**src/rtl/score_digit_ctrl_if.sv**
```systemverilog
// Score display bus: score update strobe, raster position, font ROM handshake,
// pixel result and conversion status. Clock and reset stay outside.
interface score_digit_ctrl_if #(
  parameter int SCORE_W = 20
);
  logic [SCORE_W-1:0] score;
  logic               score_valid;
  logic [9:0]         DrawX;
  logic [9:0]         DrawY;
  logic [7:0]         font_data;
  logic [10:0]        font_addr;
  logic               pixel_on;
  logic               busy;

  modport slave (
    input  score, score_valid, DrawX, DrawY, font_data,
    output font_addr, pixel_on, busy
  );

  modport master (
    output score, score_valid, DrawX, DrawY, font_data,
    input  font_addr, pixel_on, busy
  );
endinterface

```
**src/rtl/score_digit_ctrl.sv**
```systemverilog
// Score digit controller: binary score -> BCD (serial double-dabble), latched
// display digits, and a one-stage font ROM addressing pipeline.
// Optional macro SCORE_LZB_EN enables leading-zero blanking.
module score_digit_ctrl #(
  parameter int         SCORE_W    = 20,
  parameter int         NUM_DIGITS = 6,
  parameter logic [9:0] ORIGIN_X   = 10'd8,
  parameter logic [9:0] ORIGIN_Y   = 10'd8
) (
  input  logic            Clk,
  input  logic            Reset_n,
  score_digit_ctrl_if.slave bus
);

  localparam int CNT_W = $clog2(SCORE_W + 1);

  function automatic logic [63:0] pow10(input int n);
    logic [63:0] p;
    p = 64'd1;
    for (int i = 0; i < n; i++) p = p * 64'd10;
    return p;
  endfunction

  localparam logic [63:0] MAX_VAL = pow10(NUM_DIGITS) - 64'd1;
  localparam logic [10:0] X_END   = 11'(ORIGIN_X) + 11'(8 * NUM_DIGITS);
  localparam logic [10:0] Y_END   = 11'(ORIGIN_Y) + 11'd16;

  // Clamp to the largest value the digit row can show.
  function automatic logic [SCORE_W-1:0] sat(input logic [SCORE_W-1:0] s);
    if (64'(s) > MAX_VAL) return MAX_VAL[SCORE_W-1:0];
    return s;
  endfunction

  typedef enum logic [1:0] {IDLE, SHIFT, COMMIT} state_e;

  state_e                          state_q;
  logic [SCORE_W-1:0]              sr_q;
  logic [NUM_DIGITS-1:0][3:0]      bcd_q;
  logic [CNT_W-1:0]                cnt_q;
  logic                            pend_q;
  logic [SCORE_W-1:0]              pend_score_q;
  logic [NUM_DIGITS-1:0][3:0]      disp_q;   // [NUM_DIGITS-1] is the MSD
  logic                            busy_q;

  logic [NUM_DIGITS-1:0][3:0]      bcd_adj;
  logic [NUM_DIGITS-1:0][3:0]      bcd_d;
  logic [SCORE_W-1:0]              sr_d;

  // One double-dabble step: add-3 correction, then shift {bcd, sr} left.
  always_comb begin
    bcd_adj = bcd_q;
    for (int i = 0; i < NUM_DIGITS; i++)
      if (bcd_q[i] >= 4'd5) bcd_adj[i] = bcd_q[i] + 4'd3;
    {bcd_d, sr_d} = {bcd_adj, sr_q} << 1;
  end

  // Conversion FSM. A strobe landing in COMMIT is taken directly as the
  // reload value so it is neither lost nor left stranded in IDLE.
  always_ff @(posedge Clk or negedge Reset_n) begin
    if (!Reset_n) begin
      state_q      <= IDLE;
      sr_q         <= '0;
      bcd_q        <= '0;
      cnt_q        <= '0;
      pend_q       <= 1'b0;
      pend_score_q <= '0;
      disp_q       <= '0;
      busy_q       <= 1'b0;
    end else begin
      case (state_q)
        IDLE: begin
          if (bus.score_valid) begin
            sr_q    <= sat(bus.score);
            bcd_q   <= '0;
            cnt_q   <= '0;
            state_q <= SHIFT;
            busy_q  <= 1'b1;
          end
        end
        SHIFT: begin
          bcd_q <= bcd_d;
          sr_q  <= sr_d;
          cnt_q <= cnt_q + CNT_W'(1);
          if (bus.score_valid) begin
            pend_score_q <= bus.score;
            pend_q       <= 1'b1;
          end
          if (cnt_q == CNT_W'(SCORE_W - 1)) state_q <= COMMIT;
        end
        COMMIT: begin
          disp_q <= bcd_q;
          if (bus.score_valid || pend_q) begin
            sr_q    <= sat(bus.score_valid ? bus.score : pend_score_q);
            bcd_q   <= '0;
            cnt_q   <= '0;
            pend_q  <= 1'b0;
            state_q <= SHIFT;
          end else begin
            state_q <= IDLE;
            busy_q  <= 1'b0;
          end
        end
        default: begin
          state_q <= IDLE;
          busy_q  <= 1'b0;
        end
      endcase
    end
  end

  // Raster decode: box test, digit slot, glyph column and row.
  logic        in_box;
  logic [9:0]  dx;
  logic [6:0]  slot;
  logic [2:0]  col;
  logic [3:0]  row;
  logic [3:0]  dig;
  logic        blank;

  assign dx     = bus.DrawX - ORIGIN_X;
  assign slot   = dx[9:3];
  assign col    = dx[2:0];
  assign row    = bus.DrawY[3:0] - ORIGIN_Y[3:0];
  assign in_box = (bus.DrawX >= ORIGIN_X) && ({1'b0, bus.DrawX} < X_END) &&
                  (bus.DrawY >= ORIGIN_Y) && ({1'b0, bus.DrawY} < Y_END);

  // Select the digit shown in the current slot (slot 0 = most significant).
  always_comb begin
    dig = '0;
    for (int i = 0; i < NUM_DIGITS; i++)
      if (slot == 7'(i)) dig = disp_q[NUM_DIGITS-1-i];
  end

`ifdef SCORE_LZB_EN
  // Blank a slot when it and every more-significant digit are zero; the
  // last slot always draws so zero still shows one digit.
  always_comb begin
    logic lz;
    lz    = 1'b1;
    blank = 1'b0;
    for (int i = 0; i < NUM_DIGITS; i++) begin
      lz = lz & (disp_q[NUM_DIGITS-1-i] == 4'd0);
      if (slot == 7'(i)) blank = lz && (i != NUM_DIGITS - 1);
    end
  end
`else
  assign blank = 1'b0;
`endif

  logic [10:0] font_addr_q;
  logic        in_box_q;
  logic        blank_q;
  logic [2:0]  col_q;

  // Display stage: ROM address updates only inside the box; qualifiers always.
  always_ff @(posedge Clk or negedge Reset_n) begin
    if (!Reset_n) begin
      font_addr_q <= '0;
      in_box_q    <= 1'b0;
      blank_q     <= 1'b0;
      col_q       <= '0;
    end else begin
      if (in_box) font_addr_q <= {3'b000, dig, row};
      in_box_q <= in_box;
      blank_q  <= blank;
      col_q    <= col;
    end
  end

  assign bus.font_addr = font_addr_q;
  assign bus.pixel_on  = in_box_q & ~blank_q & bus.font_data[3'd7 - col_q];
  assign bus.busy      = busy_q;

endmodule

```
**src/flat_wrapper.sv**
```systemverilog
// flat-port wrapper written by rule: the top's interface ports become plain ports
module score_digit_ctrl_flat 
#(
  parameter int         SCORE_W    = 20,
  parameter int         NUM_DIGITS = 6,
  parameter logic [9:0] ORIGIN_X   = 10'd8,
  parameter logic [9:0] ORIGIN_Y   = 10'd8
)
  (Clk, Reset_n, bus_score, bus_score_valid, bus_DrawX, bus_DrawY, bus_font_data, bus_font_addr, bus_pixel_on, bus_busy);
  score_digit_ctrl_if #(.SCORE_W(SCORE_W)) bus_i ();
  input  logic Clk;
  input  logic Reset_n;
  input wire logic [$bits(bus_i.score)-1:0] bus_score;
  input wire logic [$bits(bus_i.score_valid)-1:0] bus_score_valid;
  input wire logic [$bits(bus_i.DrawX)-1:0] bus_DrawX;
  input wire logic [$bits(bus_i.DrawY)-1:0] bus_DrawY;
  input wire logic [$bits(bus_i.font_data)-1:0] bus_font_data;
  output wire logic [$bits(bus_i.font_addr)-1:0] bus_font_addr;
  output wire logic [$bits(bus_i.pixel_on)-1:0] bus_pixel_on;
  output wire logic [$bits(bus_i.busy)-1:0] bus_busy;
  assign bus_i.score = bus_score;
  assign bus_i.score_valid = bus_score_valid;
  assign bus_i.DrawX = bus_DrawX;
  assign bus_i.DrawY = bus_DrawY;
  assign bus_i.font_data = bus_font_data;
  assign bus_font_addr = bus_i.font_addr;
  assign bus_pixel_on = bus_i.pixel_on;
  assign bus_busy = bus_i.busy;
  score_digit_ctrl #(.SCORE_W(SCORE_W), .NUM_DIGITS(NUM_DIGITS), .ORIGIN_X(ORIGIN_X), .ORIGIN_Y(ORIGIN_Y)) u_core (.Clk(Clk), .Reset_n(Reset_n), .bus(bus_i));
endmodule
```
**config.mk**
```make
export PLATFORM = sky130hd
export DESIGN_NAME = score_digit_ctrl_flat
export DESIGN_NICKNAME = d
export VERILOG_FILES = /design/src/rtl/score_digit_ctrl_if.sv /design/src/rtl/score_digit_ctrl.sv /design/src/flat_wrapper.sv
export SDC_FILE = /design/constraint.sdc
export NUM_CORES = 1
export LEC_CHECK = 0
export BUFFER_PORTS_ARGS = -buffer_cell sky130_fd_sc_hd__buf_2
export CAP_MARGIN = 20
export CORE_MARGIN = 2
export CORE_UTILIZATION = 45
export CTS_CLUSTER_SIZE = 16
export DETAILED_ROUTE_END_ITERATION = 10
export GPL_TIMING_DRIVEN = 1
export HOLD_SLACK_MARGIN = 0.02
export PLACE_DENSITY = 0.66
export SYNTH_ARGS = -nofsm -noshare
export SYNTH_HDL_FRONTEND = slang
export SYNTH_SLANG_ARGS = --single-unit
```
**constraint.sdc**
```tcl
create_clock -name Clk -period 1.8 [get_ports Clk]
set_input_delay 0.36 -clock Clk [delete_from_list [all_inputs] [get_ports Clk]]
set_output_delay 0.36 -clock Clk [all_outputs]
set_load 0.01 [all_outputs]
```
==> impl_metrics.json, run 1 <==
{
  "status": "finished, violations left",
  "violations": "negative setup slack",
  "grt_pass1_wl_mm": 22.38,
  "intPower_mw": 5.379,
  "syn_inst": 580,
  "cts_tree": "done",
  "comb_power_share": 0.355,
  "fin_tns_setup_ps": -132.7,
  "hold_path.class": "input port to register",
  "ant_nets": 0,
  "synth.largest_area_cell": "dfrtp_1",
  "num_antenna_cells": 0,
  "first_iter_violations": 276,
  "switching_share": 0.3396,
  "antenna_found_initial": 0,
  "synth_cell_types": 58,
  "fin_util": 0.5560,
  "synth_area_mm2": 0.005838,
  "area_growth_pct": 20.19,
  "worstSetupStartpointType": "register",
  "cp_max_fo": 2,
  "die_area_mm2": 0.01390,
  "vias_per_cell": 5.571,
  "grt_use_total": 0.1980,
  "hold_viol_final": 0,
  "hp-start": "bus_DrawX[1]",
  "place_area_mm2": 0.006620,
  "htree_levels": 3,
  "max_freq_mhz": 517.4,
  "rsz0062_at_grt": "yes",
  "power_switching_mw": 2.766,
  "numCtsBuffers": 9,
  "rows": 41,
  "fp.coreArea_mm2": 0.01262,
  "worst_slack_ps": -132.7,
  "synth_seq_cells": 109,
  "crit_type": "register to output port",
  "post_route_cells_drive_above_1_share": 0.3060,
  "final_area_mm2": 0.007017,
  "wl_per_cell_um": 15.57,
  "grt-ovfl-total": 0,
  "end_kind": "output port",
  "powerDensity_mw_per_mm2": 1161,
  "setup_viol": 1,
  "max_cap_viol_count": 0,
  "post-place-ws_ps": -168.1,
  "syn_avg_cell_area_um2": 10.07,
  "ys_seq_area_frac": 0.4672,
  "drc_errors": 0,
  "synth_flop_cell": "dfrtp_1",
  "nets": 734,
  "place.gp.congestion": 0.8578,
  "synth_edf_count": 0,
  "timing.final.crit_share": 1.074,
  "seq_power_share": 0.422,
  "clk_pin_slew_ps": 70,
  "grt_pass1_vias": 4697,
  "dr.pass1.iters": 4,
  "post_cts_buffers": 0,
  "grt_max_degree": 69,
  "synth_async_sr_flop_share": 1.000,
  "die_h_um": 117.9,
  "pwr-share-clk": 0.223,
  "yosys_warnings": 0,
  "startpoint": "u_core.col_q[0]",
  "io_buffers": 60,
  "synth_top_area_frac": 0.4672,
  "clk_latency_ps": 350,
  "start_util": 0.4626,
  "period_needed_ps": 1933,
  "wl_mm": 13.11,
  "rr_startpoint": "u_core.state_q[1]",
  "num_vias": 4691,
  "ir_worst_vdd_v": 0.0008427,
  "reg2reg_slack_ps": 60,
  "power_mw": 8.144,
  "root_buffer": "clkbuf_16",
  "crit_required_ps": 1440,
  "drv_slew": 0,
  "hpwl_mm": 9.454,
  "cts_max_path_buffers": 2,
  "cts.sinks": 109,
  "fin_skew_ps": 5.463,
  "ios": 64,
  "crit_arrival_ps": 1570,
  "synthTopCellsByCount": "dfrtp_1 (109), nand2_1 (58), mux2_2 (52)",
  "leakagePower_nw": 3.128,
  "ys_top_cells_by_area": "dfrtp_1 (47%), mux2_2 (10%), nand2_1 (3.7%)",
  "die_w_um": 117.9,
  "yosysMostFrequentCell": "dfrtp_1"
}
==> layer usage <==
| metal | up-vias | global-route usage | part of all wire |
|---|---|---|---|
| met4 | 0 | 0.06175 | 0.015 |
| met2 | 130 | 0.3350 | 0.50 |
| met3 | 22 | 0.05475 | 0.051 |
| met1 | 2274 | 0.2461 | 0.43 |
| met5 | - | 0 | 0 |
| li1 | 2265 | - | - |
==> per-stage QoR <==
| step | std cells | hold WS, ps |
|---|---|---|
| 2_1_floorplan | 582 | 64.41 |
| 3_3_place_gp | 826 | 213.9 |
| 3_5_place_dp | 826 | 215.0 |
| 4_1_cts | 842 | 99.56 |
| 5_1_grt | 842 | 95.83 |
| 6_report | 842 | 114.2 |
==> power by group through the flow <==
stage / clock (mW) / combinational [mW] / sequential (mW)
floorplan: 0 / 1.82 / 3.35
global placement: 0 / 2.67 / 3.43
detailed placement: 0 / 2.76 / 3.46
CTS: 1.89 / 2.80 / 3.42
global route: 1.99 / 3.20 / 3.51
finish: 1.82 / 2.89 / 3.43
==> placed cells by master (no fill, tap or decap), types with 3 or more instances in the layout <==
| cell | n |
|---|---|
| a211oi_1 | 11 |
| a211oi_2 | 3 |
| a21o_1 | 3 |
| a21oi_1 | 24 |
| a221oi_1 | 4 |
| a221oi_2 | 5 |
| a22o_1 | 23 |
| a31oi_1 | 6 |
| and2_1 | 3 |
| buf_12 | 6 |
| buf_2 | 59 |
| buf_4 | 39 |
| buf_6 | 3 |
| clkbuf_16 | 9 |
| conb_1 | 3 |
| dfrtp_1 | 108 |
| ha_1 | 15 |
| inv_1 | 23 |
| inv_2 | 3 |
| mux2_2 | 52 |
| nand2_1 | 58 |
| nand2b_1 | 11 |
| nand3_1 | 12 |
| nor2_1 | 50 |
| nor2b_1 | 7 |
| nor3_1 | 3 |
| nor3b_1 | 5 |
| nor4_1 | 4 |
| nor4_2 | 4 |
| o211ai_1 | 3 |
| o21ai_0 | 42 |
| o221ai_1 | 4 |
| o22ai_1 | 6 |
| o2bb2ai_1 | 5 |
| o31ai_1 | 8 |
| xnor2_1 | 7 |
==> worst paths after layout <==
path,to,cells past startpoint
max,bus_pixel_on,4
min,u_core.col_q[1],1
max reg2reg,u_core.sr_q[3],8
min reg2reg,u_core.bus.font_addr[5],1
max in group asynchronous,u_core.sr_q[7],3
min in group asynchronous,u_core.bcd_q[17],2
==> flip-flops by register name, indices dropped and copies added, names as in the netlist <==
signal and flops:
u_core.bus.busy 1, u_core.cnt_q 5, u_core.pend_score_q 20, u_core.state_q 2, u_core.in_box_q 1, u_core.disp_q 24
u_core.bus.font_addr 8, u_core.sr_q 20, u_core.col_q 3, u_core.pend_q 1, u_core.bcd_q 24
==> final cells by class <==
| type | instances | area [µm²] |
|---|---|---|
| inverter | 26 | 97.59 |
| tap | 172 | 215.2 |
| sequential | 109 | 2729 |
| clock buffer | 11 | 242.7 |
| timing repair buffer | 108 | 752.0 |
| fill | 1128 | 5603 |
| multi-input combinational | 412 | 2955 |
| clock inverter | 4 | 25.02 |
==> worst max-delay path: stages, from the launching register on <==
cell and delay (ps):
dfrtp_1 390, mux4_2 510, mux2i_1 140, nor2b_1 50
buf_2 130
==> kinds of logic after synthesis <==
logic type,count (synthesis),share of synthesized area
muxes,55,0.1097
AOI/OAI and AO/OA,158,0.1869
adders and majority gates,17,0.03643
and+or+nand+nor,172,0.1434
xor gates and xnor gates,7,0.01050
DFF,109,0.4672
buffers and inverters,61,0.04522
other,1,0.0006423
==> what timing repair did <==
action	in CTS	in global routing
endpoints found under the setup margin	12	42
gates resized for setup	5	21
hold buffers	1	0
pin swaps	0	2
endpoints found under the hold margin	8	0
Note: power is estimated with default switching activity, not from simulation.
==> inputs of run 2 (changes only) <==
--- a/config.mk
+++ b/config.mk
@@ -9,10 +9,10 @@
 export CAP_MARGIN = 20
 export CORE_MARGIN = 2
-export CORE_UTILIZATION = 45
+export CORE_UTILIZATION = 50
 export CTS_CLUSTER_SIZE = 16
 export DETAILED_ROUTE_END_ITERATION = 10
 export GPL_TIMING_DRIVEN = 1
 export HOLD_SLACK_MARGIN = 0.02
-export PLACE_DENSITY = 0.66
+export PLACE_DENSITY = 0.72
 export SYNTH_ARGS = -nofsm -noshare
 export SYNTH_HDL_FRONTEND = slang
==> constraint.sdc (replaced) <==
create_clock -name Clk -period 1.8 [get_ports Clk]
set_input_delay 0.36 -clock Clk [delete_from_list [all_inputs] [get_ports Clk]]
set_output_delay 0.36 -clock Clk [all_outputs]
set_load 0.005 [all_outputs]
==> run 2 against run 1 <==
The run still ends with negative setup slack left. First-iteration DRC count fell by 1.1%. Non-clock buffer count did not move. Clock skew rose by 0.85 ps. Worst hold slack improved by 0.97 ps. Combinational power barely moved. Setup slack improved by 25 ps. Final area rose by 0.37%. Global-route usage rose by 1.8 points.
==> impl_metrics.json, run 2 (same netlist as run 1, synthesis figures left out) <==
{
  "setup_viol": 1,
  "start_util": 0.5113,
  "die_area_mm2": 0.01256,
  "grt-ovfl-total": 0,
  "timing.final.crit_share": 1.060,
  "ant_nets": 0,
  "numCtsBuffers": 9,
  "rows": 39,
  "final_common_cell": "dfrtp_1",
  "io_buffers": 60,
  "hpwl_mm": 9.318,
  "vias_per_cell": 5.791,
  "wl_per_cell_um": 16.14,
  "grt_pass1_wl_mm": 22.34,
  "antenna_found_initial": 0,
  "seq_area_mm2": 0.002729,
  "num_vias": 4714,
  "first_iter_violations": 273,
  "root_buffer": "clkbuf_16",
  "fin_hold_ws_ps": 115.1,
  "wl_mm": 13.14,
  "fin_skew_ps": 6.316,
  "drc_errors": 0,
  "crit_type": "register to output port",
  "drv_slew": 0,
  "fp.coreArea_mm2": 0.01142,
  "period_needed_ps": 1907,
  "reg2reg_to": "u_core.sr_q[5]",
  "switching_share": 0.3403,
  "pwr-share-clk": 0.242,
  "power_switching_mw": 2.854,
  "end_kind": "output port",
  "ir_worst_vdd_v": 0.0008284,
  "ios": 64,
  "rr_startpoint": "u_core.state_q[1]",
  "holdPathEnd": "u_core.col_q[0]",
  "hold_viol_final": 0,
  "nFillCells": 937,
  "grt_use_total": 0.2163,
  "hold_path.class": "input port to register",
  "multiInputGateArea_mm2": 0.002980,
  "top_regs": "u_core.bcd_q (24), u_core.disp_q (24)",
  "crit_arrival_ps": 1550,
  "comb_power_share": 0.347,
  "powerDensity_mw_per_mm2": 1191,
  "post_route_cells_drive_above_1_share": 0.3130,
  "dr.pass1.iters": 4,
  "reg2reg_slack_ps": 60,
  "cp_max_fo": 2,
  "die_h_um": 112.1,
  "cts_tree": "done",
  "max_cap_viol_count": 0,
  "hold_path_depth": 1,
  "num_antenna_cells": 0,
  "worst_slack_ps": -107.5,
  "cts.sinks": 109,
  "cts_max_path_buffers": 2,
  "die_w_um": 112.1,
  "nets": 734,
  "place.gp.congestion": 0.8781,
  "max_freq_mhz": 524.3,
  "final_cell_mix": "dfrtp_1 (108), buf_2 (59), nand2_1 (57)",
  "seq_power_share": 0.412,
  "startpoint": "u_core.col_q[0]",
  "clk_latency_ps": 350,
  "grt_max_degree": 43,
  "rsz0062_at_grt": "yes",
  "clk_pin_slew_ps": 70,
  "worstSetupStartpointType": "register",
  "crit_required_ps": 1440,
  "htree_levels": 3,
  "fin_util": 0.6168,
  "hp-start": "bus_DrawX[0]",
  "r2r_cells": 7,
  "intPower_mw": 5.535,
  "area_growth_pct": 20.64,
  "violations": "negative setup slack",
  "status": "finished, violations left",
  "leakagePower_nw": 3.165,
  "grt_pass1_vias": 4773
}
run 2: cell types whose count changed in the layout (fill, tap and decap cells not counted), moves of 2 or more:
| cell | previous run | this run |
|---|---|---|
| o2bb2ai_1 | 5 | 3 |
| a221oi_2 | 5 | 2 |
| a221oi_1 | 4 | 7 |
| o2bb2ai_2 | 0 | 2 |
run 2: power groups by stage:
| stage | clock network [mW] | registers (mW) | logic (mW) |
|---|---|---|---|
| 5_1_grt | 2.16 | 3.52 | 3.23 |
| 3_3_place_gp | 0 | 3.45 | 2.59 |
| 4_1_cts | 2.06 | 3.42 | 2.73 |
| 3_5_place_dp | 0 | 3.46 | 2.69 |
| 6_report | 2.03 | 3.45 | 2.91 |
| 2_1_floorplan | 0 | 3.34 | 1.82 |
run 2: cell type report:
cell class / count / share of cell area
clock buffers: 11 / 0.03446
clock inverters: 5 / 0.008350
inverters: 26 / 0.01386
multi-input cells: 412 / 0.4232
flip-flops and latches: 109 / 0.3875
well taps: 143 / 0.02540
repair buffers: 108 / 0.1073
run 2: per-stage QoR:
stage               worst slack, ps  cells  power (mW)  TNS [ps]  area (µm²)
global route                 -207.4    814       8.920    -245.8        7043
global placement             -124.1    794       6.034     -1083        6574
detailed placement           -225.1    794       6.146     -2479        6574
finish                       -107.5    814       8.389    -107.5        7043
CTS                          -136.7    811       8.214    -136.7        6902
floorplan                     3.859    582       5.161         0        5867
run 2: worst max-delay path by stage:
stage | end | slack, ps | cells after the start
final | bus_pixel_on | -110 | 4
after global routing | bus_pixel_on | -210 | 4
after CTS | bus_pixel_on | -140 | 4
after detailed placement | u_core.sr_q[1] | -230 | 8
after floorplan | u_core.cnt_q[0] | 4 | 9
after global placement | u_core.bus.font_addr[2] | -120 | 6
run 2: critical path, cell delays in order (launching register included):
cell	delay (ps)
dfrtp_1	390
mux4_2	500
mux2i_1	140
nor2b_1	50
buf_2	120
run 2: routing by layer:
metal / share of wire / GRT usage / vias to the layer above / wire (µm)
li1: - / - / 2265 / -
met1: 0.43 / 0.2718 / 2275 / 5685
met2: 0.49 / 0.3669 / 147 / 6460
met3: 0.055 / 0.05724 / 27 / 728
met4: 0.020 / 0.07073 / 0 / 264
met5: 0 / 0 / - / 0
run 2: repair_timing:
action                                 in CTS  in global routing
setup endpoints to repair                  13                 20
pin swaps                                   0                  4
endpoints found under the hold margin      19                  0
cloned                                      0                  0
hold buffers                                1                  0
buffers inserted                            0                  3
gates resized for setup                     5                 24
